<file path="config.mk">
export PLATFORM = sky130hd
export DESIGN_NAME = config_mem_arbiter_flat
export DESIGN_NICKNAME = d
export VERILOG_FILES = /design/src/rtl/config_mem_arbiter_pkg.sv /design/src/rtl/config_mem_arbiter_if.sv /design/src/rtl/config_mem_arbiter_rr_arbiter2.sv /design/src/rtl/config_mem_arbiter.sv /design/src/flat_wrapper.sv
export SDC_FILE = /design/constraint.sdc
export NUM_CORES = 1
export LEC_CHECK = 0
export BUFFER_PORTS_ARGS = -buffer_cell sky130_fd_sc_hd__buf_2
export CORE_MARGIN = 1
export CORE_UTILIZATION = 37
export CTS_BUF_LIST = sky130_fd_sc_hd__clkbuf_16
export DETAILED_ROUTE_END_ITERATION = 7
export GPL_ROUTABILITY_DRIVEN = 0
export PLACE_DENSITY = 0.75
export SETUP_SLACK_MARGIN = 0.2
export SYNTH_ARGS = -nofsm -noshare
export SYNTH_HDL_FRONTEND = slang
export SYNTH_SLANG_ARGS = --single-unit
export TNS_END_PERCENT = 100
</file>
<file path="constraint.sdc">
create_clock -name clk -period 1.8 [get_ports clk]
set_clock_uncertainty 0.05 [all_clocks]
set_input_delay 0.18 -clock clk [delete_from_list [all_inputs] [get_ports clk]]
set_output_delay 0.18 -clock clk [all_outputs]
set_load 0.01 [all_outputs]
</file>
<file path="src/rtl/config_mem_arbiter_pkg.sv">
// Shared configuration constants and state encodings for the config memory
// arbiter. The SPI and memory blocks import the same package, so they all
// agree on the memory depth and the arbiter state names.
package config_mem_arbiter_pkg;

  localparam int CFG_ADDR_W        = 7;
  localparam int CFG_DATA_W        = 8;
  localparam int CFG_MEM_DEPTH     = 125;
  localparam int CFG_WR_STREAK_MAX = 4;

  typedef enum logic {
    ARB_IDLE    = 1'b0,
    ARB_RD_WAIT = 1'b1
  } arb_state_e;

  typedef enum logic {
    RD_PORT0 = 1'b0,
    RD_PORT1 = 1'b1
  } rd_port_e;

endpackage

</file>
<file path="src/rtl/config_mem_arbiter_if.sv">
// Bundle of the write requester, both read requesters, the memory port and
// the status flags. The arbiter takes the slave view; requesters and the
// memory model take the master view.
interface config_mem_arbiter_if
  import config_mem_arbiter_pkg::*;
#(
  parameter int ADDR_W = CFG_ADDR_W,
  parameter int DATA_W = CFG_DATA_W
);

  logic              wr_req;
  logic [ADDR_W-1:0] wr_addr;
  logic [DATA_W-1:0] wr_data;
  logic              wr_gnt;

  logic              rd0_req;
  logic [ADDR_W-1:0] rd0_addr;
  logic              rd0_gnt;
  logic              rd0_rvalid;

  logic              rd1_req;
  logic [ADDR_W-1:0] rd1_addr;
  logic              rd1_gnt;
  logic              rd1_rvalid;

  logic [DATA_W-1:0] rd_data;

  logic [ADDR_W-1:0] mem_addr;
  logic [DATA_W-1:0] mem_wdata;
  logic              mem_we;
  logic              mem_re;
  logic [DATA_W-1:0] mem_rdata;

  logic              addr_err;
  logic              busy;

  modport slave (
    input  wr_req, wr_addr, wr_data,
    input  rd0_req, rd0_addr, rd1_req, rd1_addr,
    input  mem_rdata,
    output wr_gnt, rd0_gnt, rd1_gnt, rd0_rvalid, rd1_rvalid, rd_data,
    output mem_addr, mem_wdata, mem_we, mem_re,
    output addr_err, busy
  );

  modport master (
    output wr_req, wr_addr, wr_data,
    output rd0_req, rd0_addr, rd1_req, rd1_addr,
    output mem_rdata,
    input  wr_gnt, rd0_gnt, rd1_gnt, rd0_rvalid, rd1_rvalid, rd_data,
    input  mem_addr, mem_wdata, mem_we, mem_re,
    input  addr_err, busy
  );

endinterface

</file>
<file path="src/rtl/config_mem_arbiter_rr_arbiter2.sv">
// Two-input round-robin picker. When both inputs request, the one that was
// not granted last wins; a lone requester always wins. The pointer only
// moves when the caller actually takes the grant.
module rr_arbiter2
  import config_mem_arbiter_pkg::*;
(
  input  logic clk,
  input  logic reset,
  input  logic req0_i,
  input  logic req1_i,
  input  logic take_i,
  output logic gnt0_o,
  output logic gnt1_o
);

  rd_port_e last_q, last_d;

  // Pick a winner from the current requests and advance the pointer on take.
  always_comb begin
    gnt0_o = 1'b0;
    gnt1_o = 1'b0;
    last_d = last_q;
    if (req0_i && req1_i) begin
      gnt0_o = (last_q == RD_PORT1);
      gnt1_o = (last_q == RD_PORT0);
    end else begin
      gnt0_o = req0_i;
      gnt1_o = req1_i;
    end
    if (take_i && (gnt0_o || gnt1_o)) begin
      last_d = gnt1_o ? RD_PORT1 : RD_PORT0;
    end
  end

  // Pointer starts on reader 1 so reader 0 wins the first tie.
  always_ff @(posedge clk or posedge reset) begin
    if (reset) begin
      last_q <= RD_PORT1;
    end else begin
      last_q <= last_d;
    end
  end

endmodule

</file>
<file path="src/rtl/config_mem_arbiter.sv">
// Arbiter between the SPI write port and two read clients (weight fetch and
// delay fetch) sharing one single-port configuration memory. Writes go
// through in one cycle; reads take a grant cycle plus a wait cycle for the
// synchronous memory and return data on a registered bus. A write streak
// limit stops a busy SPI writer from starving the readers.
module config_mem_arbiter
  import config_mem_arbiter_pkg::*;
#(
  parameter int ADDR_W        = CFG_ADDR_W,
  parameter int DATA_W        = CFG_DATA_W,
  parameter int MEM_DEPTH     = CFG_MEM_DEPTH,
  parameter int WR_STREAK_MAX = CFG_WR_STREAK_MAX
)(
  input  logic               clk,
  input  logic               reset,
  config_mem_arbiter_if.slave bus
);

  localparam int                  STREAK_W   = $clog2(WR_STREAK_MAX + 1);
  localparam logic [STREAK_W-1:0] STREAK_SAT = STREAK_W'(WR_STREAK_MAX);
  localparam logic [ADDR_W:0]     DEPTH_LIM  = (ADDR_W + 1)'(MEM_DEPTH);

  arb_state_e          state_q, state_d;
  logic [STREAK_W-1:0] streak_q, streak_d;
  logic                rd_sel_q, rd_sel_d;
  logic                rd_oor_q, rd_oor_d;
  logic [DATA_W-1:0]   rd_data_q, rd_data_d;
  logic                rd0_rvalid_q, rd0_rvalid_d;
  logic                rd1_rvalid_q, rd1_rvalid_d;
  logic                addr_err_q, addr_err_d;

  logic rd_pending;
  logic wr_in_range;
  logic rd0_in_range;
  logic rd1_in_range;
  logic rr_gnt0;
  logic rr_gnt1;
  logic rd_take;

  assign rd_pending   = bus.rd0_req | bus.rd1_req;
  assign wr_in_range  = ({1'b0, bus.wr_addr}  < DEPTH_LIM);
  assign rd0_in_range = ({1'b0, bus.rd0_addr} < DEPTH_LIM);
  assign rd1_in_range = ({1'b0, bus.rd1_addr} < DEPTH_LIM);

  rr_arbiter2 u_rr (
    .clk    (clk),
    .reset  (reset),
    .req0_i (bus.rd0_req),
    .req1_i (bus.rd1_req),
    .take_i (rd_take),
    .gnt0_o (rr_gnt0),
    .gnt1_o (rr_gnt1)
  );

  // Grant selection, memory port drive and next-state for the arbiter.
  always_comb begin
    state_d       = state_q;
    streak_d      = streak_q;
    rd_sel_d      = rd_sel_q;
    rd_oor_d      = rd_oor_q;
    rd_data_d     = rd_data_q;
    rd0_rvalid_d  = 1'b0;
    rd1_rvalid_d  = 1'b0;
    addr_err_d    = addr_err_q;
    rd_take       = 1'b0;
    bus.wr_gnt    = 1'b0;
    bus.rd0_gnt   = 1'b0;
    bus.rd1_gnt   = 1'b0;
    bus.mem_we    = 1'b0;
    bus.mem_re    = 1'b0;
    bus.mem_addr  = bus.wr_addr;
    bus.mem_wdata = bus.wr_data;

    unique case (state_q)
      ARB_IDLE: begin
        if (bus.wr_req && !(rd_pending && (streak_q == STREAK_SAT))) begin
          bus.wr_gnt = 1'b1;
          bus.mem_we = wr_in_range;
          if (!wr_in_range) begin
            addr_err_d = 1'b1;
          end
          if (!rd_pending) begin
            streak_d = '0;
          end else if (streak_q != STREAK_SAT) begin
            streak_d = streak_q + STREAK_W'(1);
          end
        end else if (rd_pending) begin
          rd_take  = 1'b1;
          streak_d = '0;
          state_d  = ARB_RD_WAIT;
          rd_sel_d = rr_gnt1;
          if (rr_gnt1) begin
            bus.rd1_gnt  = 1'b1;
            bus.mem_addr = bus.rd1_addr;
            bus.mem_re   = rd1_in_range;
            rd_oor_d     = !rd1_in_range;
            if (!rd1_in_range) begin
              addr_err_d = 1'b1;
            end
          end else begin
            bus.rd0_gnt  = 1'b1;
            bus.mem_addr = bus.rd0_addr;
            bus.mem_re   = rd0_in_range;
            rd_oor_d     = !rd0_in_range;
            if (!rd0_in_range) begin
              addr_err_d = 1'b1;
            end
          end
        end else begin
          streak_d = '0;
        end
      end

      ARB_RD_WAIT: begin
        rd_data_d    = rd_oor_q ? '0 : bus.mem_rdata;
        rd0_rvalid_d = !rd_sel_q;
        rd1_rvalid_d = rd_sel_q;
        state_d      = ARB_IDLE;
        if (!rd_pending) begin
          streak_d = '0;
        end
      end

      default: begin
        state_d = ARB_IDLE;
      end
    endcase
  end

  // State, streak counter, in-flight read bookkeeping and registered outputs.
  always_ff @(posedge clk or posedge reset) begin
    if (reset) begin
      state_q      <= ARB_IDLE;
      streak_q     <= '0;
      rd_sel_q     <= 1'b0;
      rd_oor_q     <= 1'b0;
      rd_data_q    <= '0;
      rd0_rvalid_q <= 1'b0;
      rd1_rvalid_q <= 1'b0;
      addr_err_q   <= 1'b0;
    end else begin
      state_q      <= state_d;
      streak_q     <= streak_d;
      rd_sel_q     <= rd_sel_d;
      rd_oor_q     <= rd_oor_d;
      rd_data_q    <= rd_data_d;
      rd0_rvalid_q <= rd0_rvalid_d;
      rd1_rvalid_q <= rd1_rvalid_d;
      addr_err_q   <= addr_err_d;
    end
  end

  assign bus.rd_data    = rd_data_q;
  assign bus.rd0_rvalid = rd0_rvalid_q;
  assign bus.rd1_rvalid = rd1_rvalid_q;
  assign bus.addr_err   = addr_err_q;
  assign bus.busy       = (state_q != ARB_IDLE);

endmodule

</file>
<file path="src/flat_wrapper.sv">
// flat-port wrapper written by rule: the top's interface ports become plain ports
module config_mem_arbiter_flat import config_mem_arbiter_pkg::*;
#(
  parameter int ADDR_W        = CFG_ADDR_W,
  parameter int DATA_W        = CFG_DATA_W,
  parameter int MEM_DEPTH     = CFG_MEM_DEPTH,
  parameter int WR_STREAK_MAX = CFG_WR_STREAK_MAX
)
  (clk, reset, bus_wr_req, bus_wr_addr, bus_wr_data, bus_rd0_req, bus_rd0_addr, bus_rd1_req, bus_rd1_addr, bus_mem_rdata, bus_wr_gnt, bus_rd0_gnt, bus_rd1_gnt, bus_rd0_rvalid, bus_rd1_rvalid, bus_rd_data, bus_mem_addr, bus_mem_wdata, bus_mem_we, bus_mem_re, bus_addr_err, bus_busy);
  config_mem_arbiter_if #(.ADDR_W(ADDR_W), .DATA_W(DATA_W)) bus_i ();
  input  logic clk;
  input  logic reset;
  input wire logic [$bits(bus_i.wr_req)-1:0] bus_wr_req;
  input wire logic [$bits(bus_i.wr_addr)-1:0] bus_wr_addr;
  input wire logic [$bits(bus_i.wr_data)-1:0] bus_wr_data;
  input wire logic [$bits(bus_i.rd0_req)-1:0] bus_rd0_req;
  input wire logic [$bits(bus_i.rd0_addr)-1:0] bus_rd0_addr;
  input wire logic [$bits(bus_i.rd1_req)-1:0] bus_rd1_req;
  input wire logic [$bits(bus_i.rd1_addr)-1:0] bus_rd1_addr;
  input wire logic [$bits(bus_i.mem_rdata)-1:0] bus_mem_rdata;
  output wire logic [$bits(bus_i.wr_gnt)-1:0] bus_wr_gnt;
  output wire logic [$bits(bus_i.rd0_gnt)-1:0] bus_rd0_gnt;
  output wire logic [$bits(bus_i.rd1_gnt)-1:0] bus_rd1_gnt;
  output wire logic [$bits(bus_i.rd0_rvalid)-1:0] bus_rd0_rvalid;
  output wire logic [$bits(bus_i.rd1_rvalid)-1:0] bus_rd1_rvalid;
  output wire logic [$bits(bus_i.rd_data)-1:0] bus_rd_data;
  output wire logic [$bits(bus_i.mem_addr)-1:0] bus_mem_addr;
  output wire logic [$bits(bus_i.mem_wdata)-1:0] bus_mem_wdata;
  output wire logic [$bits(bus_i.mem_we)-1:0] bus_mem_we;
  output wire logic [$bits(bus_i.mem_re)-1:0] bus_mem_re;
  output wire logic [$bits(bus_i.addr_err)-1:0] bus_addr_err;
  output wire logic [$bits(bus_i.busy)-1:0] bus_busy;
  assign bus_i.wr_req = bus_wr_req;
  assign bus_i.wr_addr = bus_wr_addr;
  assign bus_i.wr_data = bus_wr_data;
  assign bus_i.rd0_req = bus_rd0_req;
  assign bus_i.rd0_addr = bus_rd0_addr;
  assign bus_i.rd1_req = bus_rd1_req;
  assign bus_i.rd1_addr = bus_rd1_addr;
  assign bus_i.mem_rdata = bus_mem_rdata;
  assign bus_wr_gnt = bus_i.wr_gnt;
  assign bus_rd0_gnt = bus_i.rd0_gnt;
  assign bus_rd1_gnt = bus_i.rd1_gnt;
  assign bus_rd0_rvalid = bus_i.rd0_rvalid;
  assign bus_rd1_rvalid = bus_i.rd1_rvalid;
  assign bus_rd_data = bus_i.rd_data;
  assign bus_mem_addr = bus_i.mem_addr;
  assign bus_mem_wdata = bus_i.mem_wdata;
  assign bus_mem_we = bus_i.mem_we;
  assign bus_mem_re = bus_i.mem_re;
  assign bus_addr_err = bus_i.addr_err;
  assign bus_busy = bus_i.busy;
  config_mem_arbiter #(.ADDR_W(ADDR_W), .DATA_W(DATA_W), .MEM_DEPTH(MEM_DEPTH), .WR_STREAK_MAX(WR_STREAK_MAX)) u_core (.clk(clk), .reset(reset), .bus(bus_i));
endmodule
</file>
==> impl_metrics.yaml, run 1 <==
sta:
  finalSetupViolations: 11
  unrepaired_setup_endpoints_after_global_routing: "yes"
  fmaxAchievable_mhz: 483
  hold_ws_ns: -0.0262
  timing.slew.headroom: 0.556
  slew_viols_final: 0
  finalWorstSetupSlack_ns: -0.271
  min_period_over_period: 1.15
  final-hold-violation-count: 17
  setup_tns_ns: -2.36
  tightestPinTransition_ns: 0.666
  finalCriticalPeriod_ns: 2.07
cells_and_area:
  stdcell_area_mm2: 0.00161
  design.final.nets: 232
  final-seq-area_um2: 452
  ant_cells: 0
  layout-drive-gt1-share: 0.497
  layout.cells.non_filler: 218
  multiInputGateArea_um2: 517
  syn_to_final_growth_pct: 50.8
  layout.filler_cells: 245
clocking:
  cts.htree.levels: 1
  clkLatencyLatePin_ns: 0.25
  root_buffer: "sky130_fd_sc_hd__clkbuf_16"
  cts.sinks: 18
  cts_tree: "yes"
  worst_setup_hold_path_clk_slew_ns: 0.05
  ctsLongestPathBuffers: 2
  cts_made_buffers: 3
detailed_routing:
  drt-wirelength-per-cell_um: 12.9
  dr_total_vias: 1120
  drt.antenna.violating_nets: 0
  route.detailed.vias_per_inst: 5.14
  first_iter_violations: 28
  detailed_route_wl_mm: 2.81
  firstDrtPassIters: 4
  drcViolationCount: 0
power_and_ir_drop:
  internal-power_uw: 993
  combinationalPowerShare: 0.312
  worst_ir_drop_vdd_mv: 0.648
  power_density_mw_per_mm2: 858
  sw_frac_of_total: 0.281
  net-switching-power_uw: 388
  clkPwrFrac: 0.320
  report.power.total_uw: 1380
  leakage_power_figure_uw: 0.000831
  power_frac_seq: 0.368
run_status:
  status: "complete, but fails checks"
  failed_checks: "negative hold slack, negative setup slack"
floorplan:
  chipHeight_um: 55.7
  design.die.area_mm2: 0.00310
  total_core_area_mm2: 0.00273
  io_pins: 74
  floorplan.initialDensity: 0.390
  core.rowCount: 19
  die_w_um: 55.7
logic_synthesis:
  seq_area_frac_synth: 0.423
  synthMostInstantiatedCell: "sky130_fd_sc_hd__nand2_1"
  synth_fp_nets: 168
  number_of_flops_mapped_to_enable_cells_by_yosys: 0
  synth_warnings: 0
  synth.cell_area_mm2: 0.00107
  asyncSetResetFlopFracSynth: 1.00
  synth.lib_cells_used.distinct: 28
  mean_instance_size_in_the_synthesized_netlist_um2: 8.61
  synth_flop_cell: "sky130_fd_sc_hd__dfrtp_1"
  synth_top_cells_by_count: "18 x sky130_fd_sc_hd__nand2_1, 17 x sky130_fd_sc_hd__dfrtp_1, 13 x sky130_fd_sc_hd__inv_1, 13 x sky130_fd_sc_hd__o21ai_0, 12 x sky130_fd_sc_hd__nor2_1"
  post-synth-top-area-cell: "sky130_fd_sc_hd__dfrtp_1"
  flop_and_latch_count_out_of_synthesis: 18
  synth_top_cell_area_share: 0.399
  synth_cells: 124
  synthTopCellsByArea: "sky130_fd_sc_hd__dfrtp_1 40%, sky130_fd_sc_hd__a221o_2 7.4%, sky130_fd_sc_hd__nand2_1 6.3%"
job:
  max-cap-violations: 0
grt:
  grt_start_max_net_pins: 19
  grt.total_usage: 0.187
  aggregate_global_routing_overflow: 0
  wire_length_of_the_first_global_routing_pass_mm: 4.62
  via_count_of_the_first_global_routing_pass: 1140
  grt_antenna_before_repair: 0
worst_setup_path:
  worstSetupPathType: "register to primary output"
  end_kind: "primary output"
  setup.reg_to_reg.worst_slack_ns: 0.08
  critical-path-slowest-cell: "sky130_fd_sc_hd__dfrtp_1"
  worst-path-buf-inv: 4
  cp_max_fo: 5
  slowest_delay_ns: 0.36
  worstPathCellList: "inv_2 > ha_4 > buf_6 > o211ai_1 > a211oi_4 > buf_6 > a221o_2 > buf_6"
  worst_path_required_ns: 1.57
  crit_arrival_ns: 1.84
  path_delay_family: "compound AO/OA/AOI/OAI gates"
  start_kind: "register"
  critical-path-top-cell-by-count: "sky130_fd_sc_hd__buf_6"
placed_design:
  placed_cell_area_mm2: 0.00140
  place.port_buffers: 57
  dpl.hpwl_mm: 2.09
  place_inst: 209
hold_path:
  hold_class: "input pin to asynchronous set/reset pin"
[through the flow]
step                worst slack [ns]  utilization  hold slack (ns)
floorplan                     0.0919            -           0.0678
global placement             -0.0600        0.510            0.253
detailed placement           -0.0984        0.510            0.269
CTS                           -0.260        0.584          0.00714
global route                  -0.335        0.589           0.0333
finish                        -0.271        0.589          -0.0262
[power groups by stage]
stage / clock network [uW] / registers (uW) / logic (uW)
after detailed placement: 0 / 513 / 364
final: 441 / 509 / 431
after global routing: 462 / 515 / 472
after floorplan: 0 / 533 / 196
after CTS: 446 / 509 / 424
after global placement: 0 / 510 / 356
[final cells by class]
class                      instances  share of cell area
clock buffer                       3              0.0467
clock inverter                     1             0.00233
inverter                          13              0.0303
multi-input combinational         79               0.321
sequential                        18               0.281
tap                               31              0.0241
timing repair buffer              73               0.295
[final timing paths]
kind	start	to	cells past startpoint
setup / recovery	u_core.streak_q[1]	bus_mem_addr[6]	8
max in group asynchronous	reset	u_core.bus.rd_data[0]	2
hold / removal	reset	u_core.bus.rd_data[2]	2
min in group clk	bus_mem_rdata[2]	u_core.bus.rd_data[2]	3
setup reg to reg	u_core.streak_q[1]	u_core.rd_oor_q	8
hold reg to reg	u_core.rd_sel_q	u_core.bus.rd0_rvalid	1
[sequential cells by signal, summed over array words and instances, names as in the netlist]
register / cells
u_core.bus.rd1_rvalid: 1
u_core.streak_q: 3
u_core.rd_oor_q: 1
u_core.bus.rd0_rvalid: 1
u_core.rd_sel_q: 1
u_core.bus.rd_data: 8
u_core.u_rr.last_q: 1
u_core.bus.addr_err: 1
u_core.bus.busy: 1
[cells in the final DEF, fill, tap and decap left out, types with 7 or more instances in the layout]
cell,n
sky130_fd_sc_hd__inv_1,12
sky130_fd_sc_hd__dfrtp_1,17
sky130_fd_sc_hd__nor2_1,12
sky130_fd_sc_hd__buf_4,11
sky130_fd_sc_hd__buf_6,13
sky130_fd_sc_hd__nand2_1,18
sky130_fd_sc_hd__buf_2,49
sky130_fd_sc_hd__o21ai_0,13
sky130_fd_sc_hd__a221o_2,7
[worst reg2reg max path: cells and delay by family, from the launching register on]
family / cells / cell delay [ns]
fa+ha+maj: 1 / 0.14
compound gates: 2 / 0.42
buf+inv: 3 / 0.35
simple gates: 2 / 0.27
flops: 1 / 0.39
[cells by family (layout without fill, tap and decap cells)]
logic type / count (synthesis) / in the layout / synth area share
buffers and inverters: 28 / 90 / 0.135
DFF: 18 / 18 / 0.423
AOI/OAI and AO/OA: 32 / 33 / 0.227
and+or+nand+nor: 44 / 44 / 0.191
adders and majority gates: 2 / 2 / 0.0234
[timing repair]
item	CTS	global route
cloned	1	0
hold endpoints to repair	0	0
pin swaps	10	3
setup buffers	3	1
hold buffers	0	0
resized for setup	19	1
endpoints found under the setup margin	17	18
[metal layers]
layer  track usage  up-vias  wire length, um
met1         0.208      510             1190
met2         0.334       67             1370
met4        0.0786        0               37
met3        0.0488        5              215
met5             0        -                0
li1              -      538                -
Note: power is estimated with default switching activity, not from simulation.
==> inputs of run 2 (changes only) <==
ABC_AREA = 1   (was default)
CTS_CLUSTER_DIAMETER = 120   (was default)
PLACE_DENSITY = 0.74   (was 0.75)
==> run 2 against run 1 <==
The run ends with design-rule violations, negative setup slack left. Worst hold slack better by 0.15 ns. Setup slack better by 0.23 ns. Register-to-register slack improved by 0.21 ns. Power down 4.0%. Largest power group unchanged. Largest cell class unchanged. Wire length is 3.5% higher. First-iteration DRC count grew 100%. Non-clock buffer count is 5 lower. Utilization is 3.3 points lower. Critical endpoint is now bus_mem_addr[0]. Count of clock-buffer cells in the layout stayed put. Via count increased by 6.0%.
==> impl_metrics.yaml, run 2 <==
run_status:
  status: "complete, but fails checks"
  failed_checks: "design-rule violations, negative setup slack"
cells_and_area:
  layout.filler_cells: 292
  max_ffs_per_register: 8
  layout-drive-gt1-share: 0.407
  syn_to_final_growth_pct: 39.2
  design.final.nets: 254
  ant_cells: 0
  most_common_library_cell_in_the_layout_ignoring_fill_and_taps: "sky130_fd_sc_hd__buf_2"
  layout.cells.non_filler: 240
  layout.cells.most_common_list: "57 x sky130_fd_sc_hd__buf_2, 35 x sky130_fd_sc_hd__nand2_1, 18 x sky130_fd_sc_hd__inv_1"
  stdcell_area_mm2: 0.00156
detailed_routing:
  route.detailed.vias_per_inst: 4.95
  firstDrtPassIters: 6
  drt.antenna.violating_nets: 0
  dr_total_vias: 1187
  first_iter_violations: 56
  drt-wirelength-per-cell_um: 12.1
  drcViolationCount: 4
  detailed_route_wl_mm: 2.91
logic_synthesis:
  synth_top_family_by_area: "simple AND/OR/NAND/NOR gates"
  synth_top_cells_by_count: "36 x sky130_fd_sc_hd__nand2_1, 21 x sky130_fd_sc_hd__inv_1, 17 x sky130_fd_sc_hd__dfrtp_1, 14 x sky130_fd_sc_hd__nand4_1, 13 x sky130_fd_sc_hd__nand3_1"
  seq_area_frac_synth: 0.403
  synth.lib_cells_used.distinct: 24
  synth_fp_nets: 195
  synth_xor_xnor_area_share: 0.00782
  synthTopCellsByArea: "sky130_fd_sc_hd__dfrtp_1 38%, sky130_fd_sc_hd__nand2_1 12%, sky130_fd_sc_hd__nand4_1 7.8%"
  share_of_the_synthesized_area_in_compound_gates_ao_oa_aoi_oai: 0.0849
  mean_instance_size_in_the_synthesized_netlist_um2: 7.42
  number_of_flops_mapped_to_enable_cells_by_yosys: 0
  synth.cell_area_mm2: 0.00112
  asyncSetResetFlopFracSynth: 1.00
  synth_mux_area_frac: 0
  synthMostInstantiatedCell: "sky130_fd_sc_hd__nand2_1"
  synth_cells: 151
  post-synth-top-area-cell: "sky130_fd_sc_hd__dfrtp_1"
  yosys.area_share.simple: 0.323
  synth_flop_cell: "sky130_fd_sc_hd__dfrtp_1"
  synth_warnings: 0
  flop_and_latch_count_out_of_synthesis: 18
  synth_adder_area_share: 0.0223
  synth_top_cell_area_share: 0.380
sta:
  slew_viols_final: 0
  fmaxAchievable_mhz: 543
  setup_tns_ns: -0.169
  unrepaired_setup_endpoints_after_global_routing: "yes"
  tightestPinTransition_ns: 0.652
  finalWorstSetupSlack_ns: -0.0409
  finalCriticalPeriod_ns: 1.84
  finalSetupViolations: 7
  timing.slew.headroom: 0.565
  final-hold-violation-count: 0
  min_period_over_period: 1.02
worst_setup_path:
  end_kind: "primary output"
  worstSetupPathType: "register to primary output"
  regToRegStartpoint: "u_core.streak_q[1]"
  start_kind: "register"
  critical_path.startpoint: "u_core.streak_q[1]"
  cp_max_fo: 7
  setup.reg_to_reg.worst_slack_ns: 0.29
  worst_path_required_ns: 1.57
  crit_arrival_ns: 1.61
clocking:
  cts.htree.levels: 1
  worst_setup_hold_path_clk_slew_ns: 0.05
  clkLatencyLatePin_ns: 0.25
  cts.sinks: 18
  ctsLongestPathBuffers: 2
  root_buffer: "sky130_fd_sc_hd__clkbuf_16"
  cts_tree: "yes"
  cts_made_buffers: 3
grt:
  via_count_of_the_first_global_routing_pass: 1135
  grt_start_max_net_pins: 19
  wire_length_of_the_first_global_routing_pass_mm: 4.69
  grt.total_usage: 0.186
  aggregate_global_routing_overflow: 0
  grt_antenna_before_repair: 0
power_and_ir_drop:
  leakage_power_figure_uw: 0.000896
  power_density_mw_per_mm2: 850
  worst_ir_drop_vdd_mv: 0.573
  report.power.total_uw: 1330
placed_design:
  dp_worst_setup_slack_ns: 0.208
  dpl.hpwl_mm: 2.21
  place.port_buffers: 57
  placed_cell_area_mm2: 0.00137
  place_inst: 228
job:
  max-cap-violations: 0
floorplan:
  io_pins: 74
  design.die.area_mm2: 0.00325
  floorplan.initialDensity: 0.399
  die_w_um: 57.0
  total_core_area_mm2: 0.00281
  chipHeight_um: 57.0
  core.rowCount: 19
hold_path:
  worstHoldStart: "bus_mem_rdata[3]"
  hold_class: "input pin to register"
[run 2: final cells by class]
cell class / instances / area, um^2 / area share
flip-flops and latches: 18 / 452 / 0.290
multi-input cells: 97 / 529 / 0.339
clock inverters: 1 / 3.75 / 0.00241
clock buffers: 3 / 75.1 / 0.0482
repair buffers: 68 / 378 / 0.242
well taps: 31 / 38.8 / 0.0249
inverters: 22 / 82.6 / 0.0530
[run 2: critical path: stages, from the launching register on]
cell	delay, ns
sky130_fd_sc_hd__dfrtp_1	0.39
sky130_fd_sc_hd__inv_2	0.08
sky130_fd_sc_hd__ha_4	0.14
sky130_fd_sc_hd__nand2_4	0.06
sky130_fd_sc_hd__a21oi_4	0.23
sky130_fd_sc_hd__buf_6	0.15
sky130_fd_sc_hd__nand4_1	0.07
sky130_fd_sc_hd__nand3_1	0.11
sky130_fd_sc_hd__buf_2	0.13
[run 2: per-layer routing]
metal / vias to the layer above / track usage / part of all wire
met5: - / 0 / 0
met4: 0 / 0.0732 / 0.0096
met3: 4 / 0.0431 / 0.065
met2: 44 / 0.334 / 0.51
met1: 543 / 0.214 / 0.41
li1: 596 / - / -
[run 2: repair_timing]
item / in CTS / in global routing
gates cloned: 1 / 0
pin swaps: 1 / 6
setup endpoints to repair: 12 / 15
hold buffers: 1 / 0
resized for setup: 7 / 8
setup buffers: 3 / 3
hold endpoints to repair: 17 / 0
[run 2: through the flow]
stage | hold WS [ns] | util
2_1_floorplan | 0.0678 | -
3_3_place_gp | 0.254 | 0.489
3_5_place_dp | 0.262 | 0.489
4_1_cts | 0.125 | 0.540
5_1_grt | 0.146 | 0.556
6_report | 0.121 | 0.556
[run 2: path summary, 6_finish.rpt]
kind | end | cells past startpoint
max | bus_mem_addr[0] | 8
min | u_core.bus.rd_data[3] | 3
max reg2reg | u_core.rd_oor_q | 9
min reg2reg | u_core.u_rr.last_q | 2
max in group asynchronous | u_core.bus.busy | 3
min in group asynchronous | u_core.streak_q[2] | 3
[run 2: where the power goes]
group | internal, uW | leakage (uW) | total (uW) | switching, uW
logic | 167 | 0.000631 | 378 | 210
clock network | 295 | 0.0000385 | 443 | 148
registers | 469 | 0.000227 | 505 | 36.1
[run 2: cells by family (layout without fill, tap and decap cells)]
kind of cell / after synthesis / count (layout)
buffers and inverters: 36 / 94
AOI/OAI and AO/OA: 15 / 15
xor gates and xnor gates: 1 / 1
and+or+nand+nor: 79 / 79
adders and majority gates: 2 / 2
DFF: 18 / 18
==> inputs of run 3 (changes only) <==
SKIP_CTS_REPAIR_TIMING = 1   (was default)
==> run 3 against run 2 <==
Critical endpoint is now bus_mem_addr[5]. Maximum frequency down 1.5%. Worst hold slack got worse by 0.16 ns. The run ends with design-rule violations, negative hold slack, negative setup slack left. First-iteration DRC count down 20%. Largest cell class unchanged. Via count fell by 0.59%. Highest routed layer unchanged.
==> impl_metrics.yaml, run 3 (synthesis results as in run 2) <==
sta:
  tightestPinTransition_ns: 0.651
  hold_ws_ns: -0.0374
  finalCriticalPeriod_ns: 1.87
  slew_viols_final: 0
  timing.slew.headroom: 0.566
  final-hold-violation-count: 17
  fmaxAchievable_mhz: 535
  finalWorstSetupSlack_ns: -0.0687
  min_period_over_period: 1.04
  unrepaired_setup_endpoints_after_global_routing: "yes"
  finalSetupViolations: 9
floorplan:
  total_core_area_mm2: 0.00281
  die_w_um: 57.0
  design.die.area_mm2: 0.00325
  floorplan.initialDensity: 0.399
  chipHeight_um: 57.0
  core.rowCount: 19
  io_pins: 74
worst_setup_path:
  worst-path-buf-inv: 3
  start_kind: "register"
  path_delay_family: "flip-flops"
  worstPathCellList: "inv_1 > ha_1 > nand2_2 > a21oi_4 > buf_4 > nand4_1 > nand3_1 > buf_2"
  end_kind: "primary output"
  worstRegToRegCells: 9
  worst_path_required_ns: 1.57
  worst_r2r_endpoint: "u_core.rd_oor_q"
  cp.depth: 8
  critical_path.startpoint: "u_core.streak_q[0]"
  setup.reg_to_reg.worst_slack_ns: 0.25
  slowest_delay_ns: 0.40
  cp_max_fo: 6
  worstSetupPathType: "register to primary output"
  regToRegStartpoint: "u_core.streak_q[0]"
  crit_arrival_ns: 1.64
  critical-path-slowest-cell: "sky130_fd_sc_hd__dfrtp_1"
  crit_path_end: "bus_mem_addr[5]"
detailed_routing:
  drcViolationCount: 4
  firstDrtPassIters: 7
  drt-wirelength-per-cell_um: 12.2
  detailed_route_wl_mm: 2.87
  route.detailed.vias_per_inst: 5.00
  drt.antenna.violating_nets: 0
  first_iter_violations: 45
  dr_total_vias: 1180
placed_design:
  dpl.hpwl_mm: 2.21
  place.port_buffers: 57
  place_inst: 228
cells_and_area:
  post-route-util: 0.541
  layout.filler_cells: 300
  syn_to_final_growth_pct: 35.4
  layout.cells.non_filler: 236
  layout.cells.most_common_list: "56 x sky130_fd_sc_hd__buf_2, 35 x sky130_fd_sc_hd__nand2_1, 19 x sky130_fd_sc_hd__inv_1"
  design.final.nets: 250
  final-seq-area_um2: 452
  max_ffs_per_register: 8
  layout-drive-gt1-share: 0.390
  ant_cells: 0
  most_common_library_cell_in_the_layout_ignoring_fill_and_taps: "sky130_fd_sc_hd__buf_2"
  multiInputGateArea_um2: 517
power_and_ir_drop:
  power_density_mw_per_mm2: 858
  leakage_power_figure_uw: 0.000869
  sw_frac_of_total: 0.297
  worst_ir_drop_vdd_mv: 0.572
  internal-power_uw: 915
  net-switching-power_uw: 387
  power_frac_seq: 0.389
  combinationalPowerShare: 0.272
  clkPwrFrac: 0.339
clocking:
  cts.htree.levels: 1
  ctsLongestPathBuffers: 2
  cts_tree: "yes"
  clkLatencyLatePin_ns: 0.25
  cts.sinks: 18
  worst_setup_hold_path_clk_slew_ns: 0.05
  cts_made_buffers: 3
  root_buffer: "sky130_fd_sc_hd__clkbuf_16"
grt:
  grt.total_usage: 0.180
  aggregate_global_routing_overflow: 0
  grt_antenna_before_repair: 0
  via_count_of_the_first_global_routing_pass: 1106
  wire_length_of_the_first_global_routing_pass_mm: 4.50
  grt_start_max_net_pins: 19
run_status:
  status: "complete, but fails checks"
  failed_checks: "design-rule violations, negative hold slack, negative setup slack"
hold_path:
  hold_class: "input pin to asynchronous set/reset pin"
job:
  max-cap-violations: 0
## run 3: worst min-delay path by stage
| stage | start | endpoint | slack, ns |
|---|---|---|---|
| after CTS | reset | u_core.streak_q[2] | -0.007 |
| after global routing | reset | u_core.streak_q[2] | 0.02 |
| after floorplan | reset | u_core.bus.addr_err | 0.07 |
| after detailed placement | reset | u_core.streak_q[2] | 0.26 |
| final | reset | u_core.streak_q[2] | -0.04 |
| after global placement | reset | u_core.streak_q[2] | 0.25 |
## run 3: metal layers
| metal | global-route usage | up-vias | part of all wire |
|---|---|---|---|
| met5 | 0 | - | 0 |
| met4 | 0.0767 | 0 | 0.0097 |
| met3 | 0.0476 | 4 | 0.069 |
| met2 | 0.319 | 42 | 0.50 |
| met1 | 0.204 | 546 | 0.42 |
| li1 | - | 588 | - |
## run 3: power groups by stage
stage | clock, uW | combinational, uW | sequential, uW
6_report | 441 | 354 | 507
5_1_grt | 476 | 396 | 512
4_1_cts | 452 | 335 | 506
3_5_place_dp | 0 | 335 | 510
3_3_place_gp | 0 | 328 | 509
2_1_floorplan | 0 | 185 | 529
## run 3: per-stage QoR
step	total power [uW]	area, um^2	worst slack, ns	setup TNS [ns]
after floorplan	714	1120	0.317	0
after global placement	837	1370	0.248	0
after detailed placement	846	1370	0.208	0
after CTS	1290	1450	-0.0660	-0.447
after global routing	1380	1520	-0.160	-1.34
final	1300	1520	-0.0687	-0.449
## run 3: cell type report
class / count / share of cell area
sequential: 18 / 0.298
clock buffer: 3 / 0.0495
timing repair buffer: 64 / 0.229
multi-input combinational: 97 / 0.341
tap: 31 / 0.0256
clock inverter: 1 / 0.00248
inverter: 22 / 0.0545
## run 3: worst reg2reg max path, cell delays in order (launching register included)
cell	delay, ns
sky130_fd_sc_hd__dfrtp_1	0.40
sky130_fd_sc_hd__inv_1	0.07
sky130_fd_sc_hd__ha_1	0.15
sky130_fd_sc_hd__nand2_2	0.08
sky130_fd_sc_hd__a21oi_4	0.21
sky130_fd_sc_hd__nand2_4	0.15
sky130_fd_sc_hd__buf_4	0.17
sky130_fd_sc_hd__inv_1	0.06
sky130_fd_sc_hd__nand2_1	0.07
sky130_fd_sc_hd__nand2_1	0.07
